### src/rtl/arith_pkg.sv
// Shared types and elaboration helpers for the sequential subtractor family.
package arith_pkg;

    typedef enum logic [1:0] {
        IDLE = 2'd0,
        RUN  = 2'd1,
        DONE = 2'd2
    } sub_state_t;

    function automatic int ndig(input int width, input int digit);
        return width / digit;
    endfunction

    // A single-digit configuration still needs a 1-bit counter.
    function automatic int cnt_w(input int n);
        return (n > 1) ? $clog2(n) : 1;
    endfunction

    function automatic bit digit_cfg_ok(input int width, input int digit);
        return (digit >= 1) && (digit <= width) && ((width % digit) == 0);
    endfunction

endpackage

### src/rtl/fs_digit.sv
// Combinational DIGIT-bit ripple subtractor: {bo, d} = a - b - bi.
module fs_digit #(
    parameter int DIGIT = 4
) (
    input  logic [DIGIT-1:0] a,
    input  logic [DIGIT-1:0] b,
    input  logic             bi,
    output logic [DIGIT-1:0] d,
    output logic             bo
);

    logic [DIGIT:0] br;

    always_comb begin
        br    = '0;
        d     = '0;
        br[0] = bi;
        for (int i = 0; i < DIGIT; i++) begin
            d[i]    = a[i] ^ b[i] ^ br[i];
            br[i+1] = (~a[i] & b[i]) | (~(a[i] ^ b[i]) & br[i]);
        end
        bo = br[DIGIT];
    end

endmodule

### src/rtl/seq_sub.sv
// Multi-cycle subtractor, DIGIT bits per clock, LSB digit first, start/busy/done handshake.
// Define SEQ_SUB_SAT_EN to clamp diff to zero on unsigned underflow.
module seq_sub
    import arith_pkg::*;
#(
    parameter int WIDTH = 16,
    parameter int DIGIT = 4
) (
    input  logic             clk,
    input  logic             rst_n,
    input  logic             start,
    input  logic [WIDTH-1:0] a,
    input  logic [WIDTH-1:0] b,
    input  logic             bin,
    output logic             busy,
    output logic             done,
    output logic [WIDTH-1:0] diff,
    output logic             bout
);

    localparam int NDIG  = ndig(WIDTH, DIGIT);
    localparam int CNT_W = cnt_w(NDIG);

    generate
        if (!digit_cfg_ok(WIDTH, DIGIT)) begin : g_bad_cfg
            $error("seq_sub: WIDTH must be a non-zero multiple of DIGIT");
        end
    endgenerate

    sub_state_t       state_q;
    logic [CNT_W-1:0] cnt_q;
    logic             borrow_q;
    logic             busy_q;
    logic             done_q;
    logic             bout_q;
    logic [WIDTH-1:0] diff_q;
    logic [WIDTH-1:0] a_q;
    logic [WIDTH-1:0] b_q;
    logic [WIDTH-1:0] res_q;
    logic [WIDTH-1:0] res_d;
    logic [DIGIT-1:0] a_dig;
    logic [DIGIT-1:0] b_dig;
    logic [DIGIT-1:0] d_dig;
    logic             borrow_d;
    logic             accept;
    logic             last;

    assign accept = start && (state_q != RUN);
    assign last   = (cnt_q == CNT_W'(NDIG - 1));
    assign a_dig  = a_q[cnt_q*DIGIT +: DIGIT];
    assign b_dig  = b_q[cnt_q*DIGIT +: DIGIT];

    fs_digit #(.DIGIT(DIGIT)) u_digit (
        .a  (a_dig),
        .b  (b_dig),
        .bi (borrow_q),
        .d  (d_dig),
        .bo (borrow_d)
    );

    always_comb begin
        res_d = res_q;
        res_d[cnt_q*DIGIT +: DIGIT] = d_dig;
    end

    // Operand and partial-result storage carries no reset; it is always rewritten before use.
    always_ff @(posedge clk) begin
        if (accept) begin
            a_q <= a;
            b_q <= b;
        end
        if (state_q == RUN) begin
            res_q <= res_d;
        end
    end

    always_ff @(posedge clk or negedge rst_n) begin
        if (!rst_n) begin
            state_q  <= IDLE;
            cnt_q    <= '0;
            borrow_q <= 1'b0;
            busy_q   <= 1'b0;
            done_q   <= 1'b0;
            bout_q   <= 1'b0;
            diff_q   <= '0;
        end else begin
            done_q <= 1'b0;
            case (state_q)
                IDLE, DONE: begin
                    if (start) begin
                        state_q  <= RUN;
                        busy_q   <= 1'b1;
                        cnt_q    <= '0;
                        borrow_q <= bin;
                    end else begin
                        state_q  <= IDLE;
                    end
                end
                RUN: begin
                    borrow_q <= borrow_d;
                    cnt_q    <= last ? '0 : cnt_q + 1'b1;
                    if (last) begin
                        state_q <= DONE;
                        busy_q  <= 1'b0;
                        done_q  <= 1'b1;
                        bout_q  <= borrow_d;
`ifdef SEQ_SUB_SAT_EN
                        diff_q  <= borrow_d ? '0 : res_d;
`else
                        diff_q  <= res_d;
`endif
                    end
                end
                default: begin
                    state_q <= IDLE;
                    busy_q  <= 1'b0;
                end
            endcase
        end
    end

    assign busy = busy_q;
    assign done = done_q;
    assign diff = diff_q;
    assign bout = bout_q;

endmodule

### config.mk
export PLATFORM = sky130hd
export DESIGN_NAME = seq_sub
export DESIGN_NICKNAME = d
export VERILOG_FILES = /design/src/rtl/arith_pkg.sv /design/src/rtl/fs_digit.sv /design/src/rtl/seq_sub.sv
export SDC_FILE = /design/constraint.sdc
export NUM_CORES = 1
export LEC_CHECK = 0
export BUFFER_PORTS_ARGS = -buffer_cell sky130_fd_sc_hd__clkbuf_2
export CAP_MARGIN = 25
export CELL_PAD_IN_SITES_DETAIL_PLACEMENT = 1
export CELL_PAD_IN_SITES_GLOBAL_PLACEMENT = 2
export CORE_MARGIN = 10
export CORE_UTILIZATION = 41
export CTS_CLUSTER_DIAMETER = 40
export DETAILED_ROUTE_END_ITERATION = 10
export GPL_ROUTABILITY_DRIVEN = 0
export PLACE_DENSITY_LB_ADDON = 0.1
export SETUP_SLACK_MARGIN = 0.5
export SYNTH_ARGS = -nofsm -noshare
export SYNTH_HDL_FRONTEND = slang
export SYNTH_HIERARCHICAL = 1
export SYNTH_SLANG_ARGS = --single-unit
### constraint.sdc
create_clock -name clk -period 5.7 [get_ports clk]
set_input_delay 1.14 -clock clk [delete_from_list [all_inputs] [get_ports clk]]
set_output_delay 1.14 -clock clk [all_outputs]
set_load 0.02 [all_outputs]
==> results_dict.tcl, run 1 <==
set metrics [dict create \
    dr_total_vias 1880 \
    endpoint_kind "flip-flop" \
    reg2reg_slack_ns 1.98 \
    path_buf_inv 4 \
    path_cells "mux4_2, inv_1, fa_1, inv_1, fa_1, fa_1, inv_1, fa_1, a41oi_1, inv_1" \
    grt.overflow.total 0 \
    synthesis.nets 262 \
    synth_most_common_cell "edfxtp_1" \
    first_pass_iters 4 \
    num-fill-cells 777 \
    synth-main-ff-cell "edfxtp_1" \
    die_area_um2 11600 \
    ys_async_sr_fraction_pct 33.3 \
    final_nets 320 \
    antenna_found_initial 0 \
    cp-start-kind "flip-flop" \
    hold_buffers 0 \
    synth_top_area_share_pct 45.8 \
    drive_above_1_share_pct 32.4 \
    grt_pass1_wl_um 10700 \
    grt_pass1_vias 2108 \
    hp-class "reg -> reg" \
    netlist_area_um2 3150 \
    tns_ns 0 \
    clkTransAtPathRegs_ns 0.07 \
    synthTopCellsByArea "edfxtp_1 (46%), dfrtp_1 (19%), mux4_2 (5.7%)" \
    cts_resized 0 \
    synth-edff-count 48 \
    p_leak_nw 1.58 \
    vdd_ir_drop_max_mv 0.257 \
    wl_met1_um 2710 \
    coreArea_um2 7370 \
    worstPathArrival_ns 3.82 \
    fin_skew_ns 0.00536 \
    cp_slowest_cell "dfrtp_1" \
    ys_types 33 \
    wl_met3_um 399 \
    finalWorstSetupSlack_ns 1.98 \
    slew_headroom_pct 44.5 \
    finalHoldViolCount 0 \
    crit_fanout 20 \
    routed_via_density 4.99 \
    synthTopCellsByCount "edfxtp_1 (48), dfrtp_1 (24), inv_1 (24)" \
    clk_root_buffer_cell "clkbuf_8" \
    cp_top_family "adder cells" \
    rsz0062_at_grt "false" \
    dp_hpwl_um 4470 \
    yosysSeqAreaShare_pct 64.9 \
    ios 55 \
    clock_path_buffers 2 \
    top_layer_used "met4" \
    cts_setup_buffers 0 \
    slew_violations 0 \
    cts-buffers-inserted 9 \
    max_freq_mhz 269 \
    synth-seq-cells 72 \
    grt.total_usage_pct 11.9 \
    dr_wl_met2_um 3140 \
    critical-path-max-stage-delay_ns 0.89 \
    maxCapViolCount 0 \
    drtAntennaViolNets 0 \
    numPortBuffers 54 \
    grt_max_degree 33 \
    antenna_cells 0 \
    min_period_over_period_pct 65.3 \
    htree_levels 3 \
    syn_to_final_growth_pct 18.1 \
    drt_iter0_drc 51 \
    final_util_pct 50.5 \
    power_density_nw_per_um2 652 \
    outcome "finished, final reports clean" \
    clock_latency_ns 0.34 \
    clock_sinks 72 \
    setup_viol 0 \
    required_ns 5.80 \
    cts_tree "done" \
    wl_per_cell_um 16.8 \
    die_h_um 108 \
    finalCriticalPeriod_ns 3.72 \
    worstMarginPinSlew_ns 0.832 \
    synth_warnings 6 \
    worstSetupPathType "reg -> reg" \
    synth_cells 216 \
    dp_worst_setup_slack_ns 1.95 \
    postSynthAreaPerCell_um2 14.6 \
    drcViolationCount 0 \
    die_w_um 108 \
    rows 31 \
    start_util_pct 42.7 \
    routed_wl_um 6330 \
    yosysTopAreaCell "edfxtp_1" \
]
metrics by stage:
step	power (mW)	hold slack [ns]	instances	area (µm²)
6_report	2.42	0.524	377	3720
5_1_grt	2.61	0.540	377	3720
2_1_floorplan	1.63	0.519	216	3150
3_5_place_dp	1.94	0.499	362	3460
3_3_place_gp	1.91	0.504	362	3460
4_1_cts	2.47	0.522	377	3720
power by group:
group	switching (mW)	internal, mW
Combinational	0.609	0.375
Clock	0.187	0.332
Sequential	0.121	0.800
cell usage in the layout (no fill, tap or decap), types with 6 or more instances in the layout:
master,n
clkbuf_2,54
ha_1,6
clkbuf_8,9
nor2b_1,14
a41oi_1,12
nand2_1,10
nor2_1,18
mux4_2,8
a21oi_1,13
edfxtp_1,48
dfrtp_1,24
inv_1,24
final cells by class:
class | instances | area [µm²] | area share [%]
Clock buffer | 9 | 124 | 3.33
Clock inverter | 6 | 133 | 3.57
Inverter | 24 | 90.1 | 2.42
Multi-Input combinational cell | 111 | 921 | 24.8
Sequential cell | 72 | 2040 | 54.9
Tap cell | 99 | 124 | 3.33
Timing Repair Buffer | 56 | 285 | 7.67
sequential cells by signal, indices dropped and copies added, names as in the netlist:
name,count
cnt_q,2
b_q,16
a_q,16
done,1
res_q,16
state_q,2
busy,1
diff,16
bout,1
borrow_q,1
path summary, 6_finish.rpt:
path,endpoint,cells past startpoint,startpoint
setup / recovery,res_q[7],10,cnt_q[0]
hold / removal,bout,1,bout
setup reg to reg,res_q[7],10,cnt_q[0]
hold reg to reg,bout,1,bout
max in group asynchronous,cnt_q[0],1,rst_n
min in group asynchronous,diff[12],1,rst_n
logic make-up (layout without fill, tap and decap cells):
group / count (synthesis) / count (layout) / share of synthesized area [%]
buf+inv: 33 / 95 / 5.96
simple gates: 55 / 55 / 9.58
fa+ha+maj: 10 / 10 / 4.93
compound gates: 34 / 34 / 7.43
mux: 12 / 12 / 7.23
flops: 72 / 72 / 64.9
layer usage:
layer  vias up  global-route usage (%)
li1        885                       -
met1       934                    14.3
met2        53                    19.1
met3         8                    4.61
met4         0                    4.29
met5         -                       0
Power figures use the tool's default switching activity.
==> inputs of run 2 (changes only) <==
CORE_UTILIZATION = 35   (was 41)
clock period = 3.41 ns   (was 5.7 ns; I/O delays follow)
==> run 2 against run 1 <==
Against the previous run: via count decreased by 1.3%; critical path depth unchanged; final area increased by 0.94%; fmax increased by 27%; utilization decreased by 7.4 points; sequential share of layout area decreased by 0.48 points; combinational power increased by 81%; count of clock-buffer cells in the layout increased by 1; critical path type unchanged; largest cell class unchanged.
==> results_dict.tcl, run 2 (same netlist as run 1, synthesis figures left out) <==
set metrics [dict create \
    fin_area_um2 3750 \
    start_util_pct 36.1 \
    finalHoldViolCount 0 \
    slew_violations 0 \
    htree_levels 3 \
    numPortBuffers 54 \
    setup_viol 0 \
    dp_hpwl_um 4580 \
    antenna_found_initial 0 \
    slew_headroom_pct 54.4 \
    cts-buffers-inserted 9 \
    cp-endpoint "res_q[7]" \
    max_freq_mhz 341 \
    routed_wl_um 6480 \
    cts_tree "done" \
    clkTransAtPathRegs_ns 0.08 \
    rsz0062_at_grt "true" \
    die_h_um 115 \
    hp-class "in -> async" \
    hold_buffers 0 \
    drtAntennaViolNets 0 \
    min_period_over_period_pct 86.1 \
    crit_fanout 4 \
    endpoint_kind "flip-flop" \
    placed_area_um2 3520 \
    dr_total_vias 1856 \
    p_leak_nw 1.57 \
    clock_sinks 72 \
    r2r-start "cnt_q[0]" \
    maxCapViolCount 0 \
    routed_via_density 4.76 \
    required_ns 3.50 \
    grt.overflow.total 0 \
    drt_iter0_drc 74 \
    worstMarginPinSlew_ns 0.684 \
    final_common_cell "clkbuf_2" \
    clk_root_buffer_cell "clkbuf_8" \
    layout_common_cells "clkbuf_2 (54), edfxtp_1 (48), dfrtp_1 (23)" \
    grt.total_usage_pct 10.4 \
    ios 55 \
    first_pass_iters 4 \
    clock_path_buffers 2 \
    grt_pass1_wl_um 10800 \
    die_area_um2 13200 \
    grt_max_degree 33 \
    fin_skew_ns 0.0104 \
    reg2reg_slack_ns 0.47 \
    clock_latency_ns 0.34 \
    finalCriticalPeriod_ns 2.94 \
    coreArea_um2 8720 \
    grt_pass1_vias 2062 \
    r2r-end "res_q[7]" \
    rows 34 \
    r2r_cells 10 \
    wl_per_cell_um 16.6 \
    antenna_cells 0 \
    drive_above_1_share_pct 36.5 \
    vdd_ir_drop_max_mv 0.368 \
    worstSetupPathType "reg -> reg" \
    outcome "finished, final reports clean" \
    tns_ns 0 \
    p_total_mw 4.01 \
    drcViolationCount 0 \
    holdWs_ns 0.367 \
    final_nets 323 \
    power_density_nw_per_um2 1070 \
    startpoint "cnt_q[0]" \
    syn_to_final_growth_pct 19.2 \
    worstPathArrival_ns 3.03 \
    die_w_um 115 \
    cp-start-kind "flip-flop" \
]
run 2: changes by cell type in the layout (fill, tap and decap cells not counted), sizes merged:
cell,change
bufinv,-2
clkbuf,+1
clkinv,+1
clkinvlp,+1
buf,+3
run 2: worst min-delay path by stage:
stage	to	slack (ns)	cells past startpoint
floorplan	borrow_q	0.39	0
global placement	busy	0.50	2
detailed placement	bout	0.51	1
CTS	diff[5]	0.39	1
global route	diff[5]	0.40	1
finish	diff[5]	0.37	1
run 2: where the power goes:
group	switching [mW]	leakage [nW]	internal (mW)
clock network	0.314	0.104	0.427
registers	0.146	0.742	1.34
logic	1.10	0.721	0.681
total	1.56	1.57	2.45
run 2: repair_timing:
action / 4_1_cts / 5_1_grt
setup endpoints to repair: 8 / 8
gates resized for setup: 2 / 0
pin swaps: 1 / 1
buffers inserted: 1 / 0
run 2: critical path, cell delays in order, from the launching register on:
cell	delay (ns)
dfrtp_2	0.41
mux4_2	0.52
inv_2	0.08
fa_2	0.19
inv_2	0.04
fa_2	0.33
fa_2	0.34
inv_2	0.06
fa_2	0.48
a41oi_2	0.17
inv_1	0.06
run 2: stage by stage:
step / cells / utilization [%] / setup slack (ns)
after floorplan: 216 / - / 0.432
after global placement: 373 / 40.4 / 0.418
after detailed placement: 373 / 40.4 / 0.350
after CTS: 390 / 43.0 / 0.458
after global routing: 390 / 43.0 / 0.374
final: 390 / 43.0 / 0.474
run 2: layout make-up:
type	count	area, µm²
Sequential cell	72	2040
Multi-Input combinational cell	111	953
Clock buffer	10	138
Clock inverter	6	82.6
Inverter	24	90.1
Tap cell	108	135
Fill cell	929	4970
Timing Repair Buffer	59	312
run 2: routing by layer:
metal	GRT usage, %	wire [µm]	part of all wire (%)
met1	13.1	2970	46
met2	15.8	3020	47
met3	4.74	408	6.3
met4	3.22	92	1.4
met5	0	0	0
